--- src/rtl/plm_pkg.sv ---
// ============================================================================
// Module  : plm_pkg
// Purpose : Shared widths, command field extraction and pipeline stage type
//           for the PLM bank responder and the scheduling kernel.
// Rev     : 1.0
// ============================================================================
`default_nettype none

package plm_pkg;

  localparam int ADDR_WIDTH       = 4;
  localparam int VALUE_WIDTH      = 8;
  localparam int NCONSUMERS       = 2;
  localparam int NBANKS           = 1;
  localparam int NPORTS           = 2;

  localparam int BANK_SEL_WIDTH   = $clog2(NBANKS);
  localparam int LOCAL_ADDR_WIDTH = ADDR_WIDTH - BANK_SEL_WIDTH;
  localparam int NKERNELS         = NBANKS * NPORTS;
  localparam int TAG_WIDTH        = (NCONSUMERS > 1) ? $clog2(NCONSUMERS) : 1;
  localparam int CMD_WIDTH        = LOCAL_ADDR_WIDTH + VALUE_WIDTH + 1;
  localparam int MEM_DEPTH        = 1 << LOCAL_ADDR_WIDTH;

  typedef logic [LOCAL_ADDR_WIDTH-1:0] laddr_t;
  typedef logic [VALUE_WIDTH-1:0]      value_t;
  typedef logic [TAG_WIDTH-1:0]        tag_t;
  typedef logic [CMD_WIDTH-1:0]        cmd_t;

  typedef struct packed {
    logic   valid;
    tag_t   tag;
    logic   we;
    value_t data;
  } pipe_stage_t;

  // Command layout, MSB to LSB: {local addr, value, we}
  function automatic laddr_t cmd_addr(input cmd_t c);
    return c[CMD_WIDTH-1 -: LOCAL_ADDR_WIDTH];
  endfunction

  function automatic value_t cmd_value(input cmd_t c);
    return c[VALUE_WIDTH:1];
  endfunction

  function automatic logic cmd_we(input cmd_t c);
    return c[0];
  endfunction

  function automatic logic tag_in_range(input tag_t t);
    return int'(t) < NCONSUMERS;
  endfunction

endpackage

`default_nettype wire

--- src/rtl/plm_bank_mem.sv ---
// ============================================================================
// Module  : plm_bank_mem
// Purpose : One NPORTS-port memory bank, read-before-write, lowest port wins
//           on same-address writes. Conflict output only with
//           PLM_RESP_COLLISION_CHECK_EN.
// Rev     : 1.0
// ============================================================================
`default_nettype none

module plm_bank_mem
  import plm_pkg::*;
(
  input  logic                  clk,
  input  logic   [NPORTS-1:0]   en,
  input  logic   [NPORTS-1:0]   we,
  input  laddr_t [NPORTS-1:0]   addr,
  input  value_t [NPORTS-1:0]   wdata,
  output value_t [NPORTS-1:0]   rdata
`ifdef PLM_RESP_COLLISION_CHECK_EN
  ,
  output logic                  conflict
`endif
);

  value_t mem_q [MEM_DEPTH];
  value_t mem_d [MEM_DEPTH];

  // Walking from the highest port down lets the lowest port's write land last
  always_comb begin
    mem_d = mem_q;
    for (int p = NPORTS - 1; p >= 0; p--) begin
      if (en[p] && we[p]) begin
        mem_d[addr[p]] = wdata[p];
      end
    end
  end

  always_ff @(posedge clk) begin
    mem_q <= mem_d;
  end

  always_comb begin
    for (int p = 0; p < NPORTS; p++) begin
      rdata[p] = mem_q[addr[p]];
    end
  end

`ifdef PLM_RESP_COLLISION_CHECK_EN
  always_comb begin
    conflict = 1'b0;
    for (int p = 0; p < NPORTS; p++) begin
      for (int r = p + 1; r < NPORTS; r++) begin
        if (en[p] && we[p] && en[r] && we[r] && (addr[p] == addr[r])) begin
          conflict = 1'b1;
        end
      end
    end
  end
`endif

endmodule

`default_nettype wire

--- src/rtl/plm_bank_responder.sv ---
// ============================================================================
// Module  : plm_bank_responder
// Purpose : Executes scheduler PLM commands on banked memory and routes
//           read-data / write-ack responses to consumers after READ_LATENCY.
//           Optional macro: PLM_RESP_COLLISION_CHECK_EN (sticky collision).
// Rev     : 1.0
// ============================================================================
`default_nettype none

module plm_bank_responder
  import plm_pkg::*;
#(
  parameter int READ_LATENCY = 1
) (
  input  logic                      clk,
  input  logic                      rst_n,
  input  cmd_t   [NKERNELS-1:0]     cmd,
  input  logic   [NKERNELS-1:0]     cmd_valid,
  input  tag_t   [NKERNELS-1:0]     cmd_tag,
  output logic   [NCONSUMERS-1:0]   resp_valid,
  output logic   [NCONSUMERS-1:0]   resp_write,
  output value_t [NCONSUMERS-1:0]   resp_data,
  output logic                      collision
);

  laddr_t [NKERNELS-1:0] addr_k;
  value_t [NKERNELS-1:0] wdata_k;
  logic   [NKERNELS-1:0] we_k;
  value_t [NKERNELS-1:0] rdata_k;

  for (genvar k = 0; k < NKERNELS; k++) begin : g_fields
    assign addr_k[k]  = cmd_addr(cmd[k]);
    assign wdata_k[k] = cmd_value(cmd[k]);
    assign we_k[k]    = cmd_we(cmd[k]);
  end

`ifdef PLM_RESP_COLLISION_CHECK_EN
  logic [NBANKS-1:0] bank_conflict;
`endif

  // Port k belongs to bank k / NPORTS
  for (genvar b = 0; b < NBANKS; b++) begin : g_bank
    plm_bank_mem u_bank (
      .clk      (clk),
      .en       (cmd_valid[b*NPORTS +: NPORTS]),
      .we       (we_k[b*NPORTS +: NPORTS]),
      .addr     (addr_k[b*NPORTS +: NPORTS]),
      .wdata    (wdata_k[b*NPORTS +: NPORTS]),
      .rdata    (rdata_k[b*NPORTS +: NPORTS])
`ifdef PLM_RESP_COLLISION_CHECK_EN
      ,
      .conflict (bank_conflict[b])
`endif
    );
  end

  // Stage 0 captures the pre-write read data at the command edge
  pipe_stage_t pipe_q [READ_LATENCY][NKERNELS];
  pipe_stage_t pipe_d [READ_LATENCY][NKERNELS];

  always_comb begin
    for (int k = 0; k < NKERNELS; k++) begin
      pipe_d[0][k].valid = cmd_valid[k];
      pipe_d[0][k].tag   = cmd_tag[k];
      pipe_d[0][k].we    = we_k[k];
      pipe_d[0][k].data  = we_k[k] ? '0 : rdata_k[k];
    end
    for (int s = 1; s < READ_LATENCY; s++) begin
      pipe_d[s] = pipe_q[s-1];
    end
  end

  always_ff @(posedge clk or negedge rst_n) begin
    if (!rst_n) begin
      for (int s = 0; s < READ_LATENCY; s++) begin
        for (int k = 0; k < NKERNELS; k++) begin
          pipe_q[s][k] <= '0;
        end
      end
    end else begin
      pipe_q <= pipe_d;
    end
  end

  logic   [NCONSUMERS-1:0] resp_valid_d, resp_valid_q;
  logic   [NCONSUMERS-1:0] resp_write_d, resp_write_q;
  value_t [NCONSUMERS-1:0] resp_data_d,  resp_data_q;
`ifdef PLM_RESP_COLLISION_CHECK_EN
  logic                    tag_err;
`endif

  // Tag router: first (lowest) port claiming a consumer slot wins
  always_comb begin
    resp_valid_d = '0;
    resp_write_d = '0;
    resp_data_d  = '0;
`ifdef PLM_RESP_COLLISION_CHECK_EN
    tag_err      = 1'b0;
`endif
    for (int k = 0; k < NKERNELS; k++) begin
      if (pipe_q[READ_LATENCY-1][k].valid) begin
        if (!tag_in_range(pipe_q[READ_LATENCY-1][k].tag)) begin
`ifdef PLM_RESP_COLLISION_CHECK_EN
          tag_err = 1'b1;
`endif
        end else if (resp_valid_d[pipe_q[READ_LATENCY-1][k].tag]) begin
`ifdef PLM_RESP_COLLISION_CHECK_EN
          tag_err = 1'b1;
`endif
        end else begin
          resp_valid_d[pipe_q[READ_LATENCY-1][k].tag] = 1'b1;
          resp_write_d[pipe_q[READ_LATENCY-1][k].tag] = pipe_q[READ_LATENCY-1][k].we;
          resp_data_d[pipe_q[READ_LATENCY-1][k].tag]  = pipe_q[READ_LATENCY-1][k].data;
        end
      end
    end
  end

  always_ff @(posedge clk or negedge rst_n) begin
    if (!rst_n) begin
      resp_valid_q <= '0;
      resp_write_q <= '0;
      resp_data_q  <= '0;
    end else begin
      resp_valid_q <= resp_valid_d;
      resp_write_q <= resp_write_d;
      resp_data_q  <= resp_data_d;
    end
  end

  assign resp_valid = resp_valid_q;
  assign resp_write = resp_write_q;
  assign resp_data  = resp_data_q;

`ifdef PLM_RESP_COLLISION_CHECK_EN
  logic collision_d, collision_q;

  always_comb begin
    collision_d = collision_q | (|bank_conflict) | tag_err;
  end

  always_ff @(posedge clk or negedge rst_n) begin
    if (!rst_n) begin
      collision_q <= 1'b0;
    end else begin
      collision_q <= collision_d;
    end
  end

  assign collision = collision_q;
`else
  assign collision = 1'b0;
`endif

endmodule

`default_nettype wire

--- config.mk ---
export PLATFORM = sky130hd
export DESIGN_NAME = plm_bank_responder
export DESIGN_NICKNAME = d
export VERILOG_FILES = /design/src/rtl/plm_pkg.sv /design/src/rtl/plm_bank_mem.sv /design/src/rtl/plm_bank_responder.sv
export SDC_FILE = /design/constraint.sdc
export NUM_CORES = 1
export LEC_CHECK = 0
export ABC_AREA = 0
export BUFFER_PORTS_ARGS = -buffer_cell sky130_fd_sc_hd__buf_2
export CELL_PAD_IN_SITES_DETAIL_PLACEMENT = 1
export CELL_PAD_IN_SITES_GLOBAL_PLACEMENT = 1
export CORE_UTILIZATION = 40
export CTS_CLUSTER_DIAMETER = 40
export DETAILED_ROUTE_END_ITERATION = 10
export PLACE_DENSITY_LB_ADDON = 0.1
export SLEW_MARGIN = 0
export SYNTH_ARGS = -nofsm -noshare
export SYNTH_HDL_FRONTEND = slang
export SYNTH_SLANG_ARGS = --single-unit
--- constraint.sdc ---
create_clock -name clk -period 1.9 [get_ports clk]
set_clock_uncertainty 0.1 [all_clocks]
set_input_delay 0.19 -clock clk [delete_from_list [all_inputs] [get_ports clk]]
set_output_delay 0.19 -clock clk [all_outputs]
set_load 0.02 [all_outputs]
==> summary.md, run 1 <==
| Metric | Value |
|---|---|
| Crit path to | `g_bank[0].u_bank.mem_q[121]` |
| Cell area power density | `~1100 nW/um2` |
| Rel. slew slack | `around a third` |
| Pwr Total | `0.01139 W` |
| RSZ-0062 raised after global routing | `no` |
| Critical path type | `in -> reg` |
| Cells after Synth | `about 900` |
| Worst r2r src | `pipe_q[20]` |
| CTS tree | `built` |
| Sequential area share after synthesis | `about two fifths` |
| CTS buffer count | `17` |
| Remaining Overflow, GRT | `0` |
| DR iter-0 viols | `466` |
| # setup viols final | `0` |
| HP Class | `in -> reg` |
| Die area | `~23000 um2` |
| Int Pwr | `between 0.007 and 0.008 W` |
| Port Buf Inserts | `51` |
| Critical Path End Type | `register` |
| Die W | `~150 um` |
| Overall routing resource usage | `approximately 30%` |
| Clock share of power | `about a third` |
| Starting Density | `40.80%` |
| R2R depth | `3` |
| Slew @ Worst Pin | `around 0.97 ns` |
| Die Height | `151.2 um` |
| Vias in the first global route | `7608` |
| Clk root buf | `clkbuf_16` |
| Net count after synthesis | `935` |
| Fillers | `around 2.4k` |
| Nets | `989` |
| Main synth FF type | `dfxtp_1` |
| Longest Clk Path Bufs | `2` |
| Final Critical Period | `approximately 1.7 ns` |
| Clock Latency Late Sink | `about 0.44 ns` |
| Final Cycle Share | `89.43%` |
| Yosys warning count | `0` |
| Net switching power | `~0.0038 W` |
| DRC | `0` |
| Fmax | `between 500 and 600 MHz` |
| Logic gate share of total power | `between 20 and 25%` |
| Synth cell types | `36` |
| WP data required | `approximately 2.2 ns` |
| DR WL/cell | `about 27 um` |
| Layout cells sized above 1 | `a little over a fifth` |
| First-pass DRT Iterations | `5` |
| Global-route wire length before repair | `a little under 50 mm` |
| Max Cap Viol | `0` |
| Critical Path Fanout Max | `16` |
| Layout area overhead | `16.60%` |
| Vias | `7468` |
| Worst path arrival time | `approximately 2.0 ns` |
| Hold Crit Depth | `2` |
| DR vias/cell | `roughly 6.0` |
| Slew Limit Fails | `0` |
| Seq cells post-synth | `between 150 and 200` |
| Initial antenna violation count | `2` |
| Post-synth ARST share | `~25%` |
| Std-Cell Rows | `54` |
| Avg Cell Area, Syn | `approximately 9.9 um2` |
| Placer Congestion | `0.9096` |
| Post-DP HPWL | `approximately 24 mm` |
| Cell Area, Synth | `8904 um2` |
| Clock transition at path regs | `0.07 ns` |
| Core Util, Final | `between 40% and 50%` |
| Post-route setup TNS | `0 ns` |
| Switching share of power | `about 33%` |
| IO Pins | `between 50 and 60` |
| IR drop worst, VDD | `roughly 0.55 mV` |
| Core box area | `~22000 um2` |
| Pin count of the biggest net entering global routing | `43` |
| Cell leakage power | `~4.3 nW` |
| Final hold vios | `0` |
| Post-route ant nets | `0` |
| Sequential share of power | `a little under half` |
| Routed wire length | `33.38 mm` |
| Post-CTS Setup Inserts | `0` |
| Crit start category | `primary input` |
| CP startpoint | `cmd_valid[0]` |
| Sink Count | `170` |
| EDFF count, synth | `0` |
| Worst reg2reg setup slack | `between 0.3 and 0.4 ns` |
| Dpl cell area | `just under 10000 um2` |
| Post-route design area | `roughly 10000 um2` |
| # H-tree levels | `4` |
| Worst reg2reg endpoint | `resp_data[12]` |
| Status | `complete, no violations` |
==> metrics by stage <==
step / hold WS [ns] / worst slack [ns] / std cells
floorplan: -0.2056 / 0.2999 / 903
global placement: 0.2007 / 0.002933 / 1211
detailed placement: 0.2016 / -0.02776 / 1211
CTS: 0.07758 / 0.2267 / 1250
global route: 0.1123 / 0.1295 / 1250
finish: 0.09415 / 0.2007 / 1252
==> routing by layer <==
| layer | routed length (um) | track usage [%] | vias to the layer above |
|---|---|---|---|
| met4 | 722 | 9.500 | 0 |
| met2 | 15930 | 49.84 | 219 |
| li1 | - | - | 3382 |
| met1 | 14590 | 40.02 | 3823 |
| met5 | 0 | 0 | - |
| met3 | 2140 | 5.783 | 44 |
==> cell families (layout without fill, tap and decap cells) <==
kind of cell	count (synthesis)	count (layout)	share of synthesized area, %
other	1	3	0.04212
AOI/OAI and AO/OA	182	182	12.03
muxes	210	210	30.07
and+or+nand+nor	257	257	13.03
buffers and inverters	83	150	4.244
DFF	170	170	40.58
==> sequential cells by signal, indices dropped and copies added, names as in the netlist <==
register             count
resp_write               2
g_bank.u_bank.mem_q    128
resp_valid               2
resp_data               16
pipe_q                  22
==> power by group through the flow <==
stage | Clock (W) | Combinational, W | Sequential, W
floorplan | 0 | 0.00169 | 0.00495
global placement | 0 | 0.00242 | 0.00524
detailed placement | 0 | 0.00254 | 0.00528
CTS | 0.00366 | 0.00255 | 0.00521
global route | 0.00381 | 0.00275 | 0.00533
finish | 0.00360 | 0.00256 | 0.00524
==> synthesized netlist by cell type (all sizes together), types with 15 or more instances <==
master | instances | area, um2
nand4 | 15 | 93.84
buf | 40 | 214.0
mux2i | 164 | 1642
nand2 | 122 | 457.9
a21oi | 60 | 300.3
mux4 | 46 | 1036
clkbuf | 43 | 163.9
a22o | 18 | 157.7
o21ai | 74 | 370.4
nor2 | 77 | 311.5
dfxtp | 128 | 2562
dfrtp | 42 | 1051
==> worst max-delay path: stages <==
cell and delay, ns:
dlygate4sd3_1 0.52, buf_2 0.22, nand4bb_1 0.19, buf_4 0.19, nor3_1 0.22, buf_4 0.25, nand2_1 0.08, o21ai_0 0.11
==> how the worst min path moves through the flow <==
stage	from	to	slack, ns
after floorplan	rst_n	pipe_q[0]	-0.21
after global placement	cmd_tag[1]	pipe_q[9]	0.20
after detailed placement	cmd_tag[1]	pipe_q[9]	0.20
after CTS	cmd[9]	pipe_q[14]	0.08
after global routing	cmd[9]	pipe_q[14]	0.11
final	cmd[9]	pipe_q[14]	0.09
==> what timing repair did <==
action	CTS	global route
hold buffers	7	0
resized for setup	0	0
hold endpoints to repair	48	0
==> cells in the final DEF, fill, tap and decap left out, drive strengths merged, types with 5 or more instances in the layout <==
| cell | count |
|---|---|
| mux2i | 164 |
| clkbuf | 20 |
| dfrtp | 42 |
| a22o | 18 |
| o21ai | 74 |
| dfxtp | 128 |
| a21oi | 60 |
| clkinv | 6 |
| nor2 | 77 |
| buf | 111 |
| nand4 | 15 |
| nor2b | 5 |
| nand2 | 122 |
| o211ai | 14 |
| a32oi | 14 |
| nand2b | 9 |
| dlygate4sd3 | 7 |
| mux4 | 46 |
==> final cells by class <==
class                   count  area, um2  area share, %
diodes                      2      5.005        0.04821
clock buffers              20      467.9          4.508
clock inverters            12      131.4          1.266
multi-input cells         650       4912          47.32
flip-flops and latches    170       3613          34.81
well taps                 280      350.3          3.375
repair buffers            118      900.9          8.678
Power figures use the tool's default switching activity.
==> run 2: changes to the inputs <==
==> constraint.sdc (replaced) <==
create_clock -name clk -period 1.6 [get_ports clk]
set_clock_uncertainty 0.1 [all_clocks]
set_input_delay 0.16 -clock clk [delete_from_list [all_inputs] [get_ports clk]]
set_output_delay 0.16 -clock clk [all_outputs]
set_load 0.02 [all_outputs]
==> summary.md, run 2 (synthesized netlist as in run 1, its figures left out) <==
| Metric | Value |
|---|---|
| Sequential share of power | `between 40 and 50%` |
| Nets | `between 1k and 1.5k` |
| CP Depth | `3` |
| PnR worst setup slack | `between 0.1 and 0.15 ns` |
| Cell area power density | `between 1000 and 1500 nW/um2` |
| Largest register FFs | `around 130` |
| CTS tree | `built` |
| CTS buffer count | `17` |
| Clock share of power | `30.7%` |
| Biggest register | `g_bank.u_bank.mem_q` |
| IO Pins | `53` |
| Seq. cell area | `around 3600 um2` |
| Worst reg2reg endpoint | `pipe_q[1]` |
| Post-route ant nets | `0` |
| Die Height | `151.2 um` |
| Starting Density | `around two fifths` |
| Layout area overhead | `21.42%` |
| Max Cap Viol | `0` |
| Rel. slew slack | `55.44%` |
| Initial antenna violation count | `1` |
| First-pass DRT Iterations | `5` |
| Longest Clk Path Bufs | `2` |
| Cell leakage power | `4.497 nW` |
| Die area | `roughly 23000 um2` |
| Final hold vios | `0` |
| Worst Hold Launch | `cmd[22]` |
| Routed wire length | `roughly 34 mm` |
| Port Buf Inserts | `51` |
| Worst path arrival time | `approximately 1.7 ns` |
| Fmax | `between 600 and 700 MHz` |
| Die W | `between 150 and 200 um` |
| Global-route wire length before repair | `roughly 50 mm` |
| Critical Path Fanout Max | `3` |
| Area of the multi-input gates | `roughly 4900 um2` |
| Status | `complete, no violations` |
| Fillers | `2434` |
| Remaining Overflow, GRT | `0` |
| Critical path's slowest cell | `mux4_2` |
| Crit start category | `register` |
| Critical path type | `reg -> reg` |
| Critical path cell sequence | `mux4_2 -> a32oi_1 -> o211ai_1` |
| Int Pwr | `0.009111 W` |
| Overall routing resource usage | `between 30% and 40%` |
| Delay-heaviest family, CP | `multiplexers` |
| Final Critical Period | `1.491 ns` |
| Most frequent cells in the layout | `mux2i_1, dfxtp_1, nand2_1, buf_4, o21ai_0` |
| Antenna fix cells | `0` |
| WP data required | `1.82 ns` |
| Worst r2r src | `g_bank[0].u_bank.mem_q[121]` |
| DR WL/cell | `roughly 26 um` |
| Layout cells sized above 1 | `about a quarter` |
| Clock Latency Late Sink | `about 0.45 ns` |
| # H-tree levels | `4` |
| Net switching power | `between 0.004 and 0.005 W` |
| CP startpoint | `g_bank[0].u_bank.mem_q[121]` |
| Crit path largest cell delay | `about 0.53 ns` |
| R2R depth | `3` |
| Vias | `just under 8k` |
| DRC | `0` |
| Crit path to | `pipe_q[1]` |
| Switching share of power | `around a third` |
| Post-route design area | `approximately 11000 um2` |
| Pwr Total | `between 0.01 and 0.015 W` |
| Slew @ Worst Pin | `between 0.6 and 0.7 ns` |
| # setup viols final | `0` |
| Placement Setup Slack | `-0.2245 ns` |
| Critical Path End Type | `register` |
| DR iter-0 viols | `575` |
| Logic gate share of total power | `between 20% and 30%` |
| Placer Congestion | `approximately 0.95` |
| WP buf/inv | `0` |
| Dpl cell area | `just over 10000 um2` |
| Final Cycle Share | `between 90% and 100%` |
| Sink Count | `170` |
| Post-CTS Setup Inserts | `0` |
| Clk root buf | `clkbuf_16` |
| DR vias/cell | `between 5 and 6` |
| Slew Limit Fails | `0` |
| Worst reg2reg setup slack | `roughly 0.11 ns` |
| Std-Cell Rows | `between 50 and 60` |
| Commonest non-fill, non-tap cell in the layout | `mux2i_1` |
| Pin count of the biggest net entering global routing | `between 40 and 50` |
| Clock transition at path regs | `~0.07 ns` |
| Post-DP HPWL | `between 20 and 25 mm` |
| Core box area | `21820 um2` |
| HP Class | `in -> reg` |
| IR drop worst, VDD | `approximately 0.7 mV` |
| RSZ-0062 raised after global routing | `no` |
| Vias in the first global route | `8012` |
-- run 2: cell count changes in the layout (fill, tap and decap cells not counted), moves of 2 or more --
cell	previous run	this run
buf_4	50	90
diode_2	2	0
clkbuf_1	1	3
buf_12	10	18
clkinv_4	4	2
clkinvlp_4	1	3
-- run 2: through the flow --
step	std cells	TNS, ns	hold WS [ns]	util (%)
floorplan	903	0	-0.2356	-
global placement	1259	-10.22	0.1574	46.59
detailed placement	1259	-16.44	0.1701	46.59
CTS	1298	0	0.03244	49.54
global route	1298	0	0.04685	49.54
finish	1298	0	0.03806	49.54
-- run 2: worst min path at each step --
stage / end / slack [ns] / cells after the start
6_report: pipe_q[3] / 0.04 / 3
5_1_grt: pipe_q[3] / 0.05 / 3
4_1_cts: pipe_q[5] / 0.03 / 3
3_5_place_dp: resp_data[15] / 0.17 / 2
3_3_place_gp: resp_data[15] / 0.16 / 2
2_1_floorplan: pipe_q[0] / -0.24 / 0
-- run 2: cell type report --
type / count / area share [%]
clock buffer: 21 / 4.271
clock inverter: 11 / 1.030
multi-input combinational: 650 / 45.44
sequential: 170 / 33.43
tap: 280 / 3.241
timing repair buffer: 166 / 12.59
-- run 2: layer usage --
| metal | vias to the layer above | global-route usage (%) | wire length (um) |
|---|---|---|---|
| met3 | 79 | 5.994 | 1720 |
| met5 | - | 0 | 0 |
| met1 | 3952 | 39.09 | 14450 |
| li1 | 3468 | - | - |
| met2 | 243 | 51.00 | 16220 |
| met4 | 0 | 14.15 | 1351 |
-- run 2: power groups by stage --
stage               Clock [W]  Combinational (W)  Sequential, W
floorplan                   0            0.00201        0.00588
global placement            0            0.00299        0.00625
detailed placement          0            0.00313        0.00631
CTS                   0.00424            0.00316        0.00623
global route          0.00438            0.00342        0.00634
finish                0.00417            0.00318        0.00624
-- run 2: worst reg2reg max path: cells and delay by family (launching register included) --
family | cells | cell delay [ns]
mux | 1 | 0.53
compound gates | 2 | 0.39
flops | 1 | 0.35
-- run 2: timing repair --
item,4_1_cts,5_1_grt
gates resized for setup,0,0
hold buffers,7,0
hold endpoints to repair,48,0
==> run 3: changes to the inputs <==
==> constraint.sdc (replaced) <==
create_clock -name clk -period 1.3 [get_ports clk]
set_clock_uncertainty 0.1 [all_clocks]
set_input_delay 0.13 -clock clk [delete_from_list [all_inputs] [get_ports clk]]
set_output_delay 0.13 -clock clk [all_outputs]
set_load 0.02 [all_outputs]
==> summary.md, run 3 (synthesized netlist as in run 1, its figures left out) <==
| Metric | Value |
|---|---|
| Worst path arrival time | `~1.7 ns` |
| # placed instances | `1270` |
| Sequential share of power | `between 40% and 50%` |
| WP data required | `between 1 and 1.5 ns` |
| Final hold vios | `0` |
| Initial antenna violation count | `3` |
| Routed wire length | `around 36 mm` |
| Clock share of power | `between 20% and 30%` |
| # setup viols final | `16` |
| Net switching power | `~0.0056 W` |
| IO Pins | `between 50 and 60` |
| Clock transition at path regs | `0.07 ns` |
| WP buf/inv | `1` |
| Status | `finished, violations left` |
| Worst r2r src | `g_bank[0].u_bank.mem_q[74]` |
| DR iter-0 viols | `between 400 and 500` |
| Slew Limit Fails | `0` |
| Final Critical Period | `~1.6 ns` |
| Layout area overhead | `25.79%` |
| Critical Path End Type | `register` |
| HP Class | `in -> reg` |
| Critical path cell sequence | `buf_6 -> mux4_2 -> a32oi_1 -> o211ai_1` |
| Largest register FFs | `128` |
| Clk root buf | `clkbuf_16` |
| CTS tree | `built` |
| Pin count of the biggest net entering global routing | `30` |
| # H-tree levels | `4` |
| Layout cells sized above 1 | `slightly below 30%` |
| Remaining Overflow, GRT | `0` |
| Slew @ Worst Pin | `between 0.5 and 0.6 ns` |
| Placement Setup Slack | `-0.4361 ns` |
| Nets | `approximately 1.1k` |
| Critical Path Fanout Max | `2` |
| First-pass DRT Iterations | `5` |
| Die W | `~150 um` |
| Worst Hold Launch | `cmd[6]` |
| Fmax | `about 640 MHz` |
| Crit path largest cell delay | `roughly 0.52 ns` |
| Crit start category | `register` |
| DR vias/cell | `between 5 and 6` |
| Global-route wire length before repair | `approximately 53 mm` |
| Post-route ant nets | `0` |
| Rel. slew slack | `62.74%` |
| Critical path type | `reg -> reg` |
| Std-Cell Rows | `54` |
| Starting Density | `approximately two fifths` |
| Delay-heaviest family, CP | `multiplexers` |
| Overall routing resource usage | `between 30 and 40%` |
| DRC | `0` |
| Placer Congestion | `approximately 0.95` |
| Commonest non-fill, non-tap cell in the layout | `mux2i_1` |
| Post-route setup TNS | `-1.854 ns` |
| Int Pwr | `roughly 0.011 W` |
| Clock Latency Late Sink | `0.44 ns` |
| Pwr Total | `between 0.015 and 0.02 W` |
| Core box area | `between 20000 and 25000 um2` |
| Die area | `around 23000 um2` |
| Switching share of power | `between 30% and 40%` |
| Cell area power density | `between 1500 and 2000 nW/um2` |
| Most frequent cells in the layout | `mux2i_1, nand2_1, dfxtp_1, buf_4, nor2_1` |
| Post-Layout Cell Count | `between 1k and 1.5k` |
| Vias in the first global route | `8206` |
| Fillers | `2393` |
| PnR worst setup slack | `-0.2655 ns` |
| Critical path's slowest cell | `mux4_2` |
| Max Cap Viol | `0` |
| Post-DP HPWL | `approximately 27 mm` |
| Sink Count | `170` |
| CTS buffer count | `17` |
| Cell leakage power | `between 4 and 5 nW` |
| Final Cycle Share | `120.4%` |
| IR drop worst, VDD | `0.8654 mV` |
| Biggest register | `g_bank.u_bank.mem_q` |
| Logic gate share of total power | `between 20% and 30%` |
| DR WL/cell | `about 28 um` |
| Port Buf Inserts | `51` |
| Vias | `7803` |
| RSZ-0062 raised after global routing | `yes` |
| Die Height | `between 150 and 200 um` |
| Violated checks | `setup timing` |
| CP startpoint | `g_bank[0].u_bank.mem_q[74]` |
| Longest Clk Path Bufs | `2` |
## run 3: final cells by class
type	instances	area [um2]	share of cell area, %
tap	280	350.3	3.128
clock inverter	11	107.6	0.9608
clock buffer	20	457.9	4.089
multi-input combinational	650	5035	44.96
sequential	170	3633	32.44
antenna	1	2.502	0.02234
timing repair buffer	183	1613	14.40
## run 3: stage by stage
step | utilization [%] | hold slack (ns) | area [um2]
finish | 51.32 | 0.03301 | 11200
global route | 51.31 | 0.03236 | 11200
global placement | 47.66 | -0.02736 | 10400
CTS | 51.08 | 0.01788 | 11150
floorplan | - | -0.2656 | 9131
detailed placement | 47.66 | -0.02399 | 10400
## run 3: path summary, 6_finish.rpt
| check | slack (ns) | end | depth (start not counted) |
|---|---|---|---|
| max | -0.27 | pipe_q[2] | 4 |
| min | 0.03 | g_bank[0].u_bank.mem_q[85] | 4 |
| max reg2reg | -0.27 | pipe_q[2] | 4 |
| min reg2reg | 0.40 | resp_data[0] | 1 |
| max in group asynchronous | 0.56 | pipe_q[17] | 3 |
| min in group asynchronous | 0.04 | resp_data[1] | 2 |
## run 3: power by group through the flow
stage	combinational, W	sequential [W]	clock (W)
CTS	0.00416	0.00770	0.00513
finish	0.00423	0.00774	0.00507
global route	0.00454	0.00785	0.00534
detailed placement	0.00402	0.00774	0
global placement	0.00386	0.00769	0
floorplan	0.00254	0.00723	0
## run 3: layer usage
layer | vias up | GRT usage (%) | wire length [um]
li1 | 3503 | - | -
met1 | 3985 | 41.25 | 15330
met2 | 240 | 54.89 | 17260
met3 | 71 | 7.530 | 2180
met4 | 4 | 14.30 | 1400
met5 | - | 0 | 22
## run 3: worst reg2reg max path: stages (launching register included)
cell,delay [ns]
dfxtp_2,0.33
buf_6,0.11
mux4_2,0.52
a32oi_1,0.18
o211ai_1,0.16
## run 3: what timing repair did
action | in CTS | in global routing
buffers inserted | 4 | 1
setup endpoints to repair | 25 | 21
gates resized for setup | 30 | 9
pin swaps | 7 | 7
hold buffers | 7 | 1
hold endpoints to repair | 48 | 1
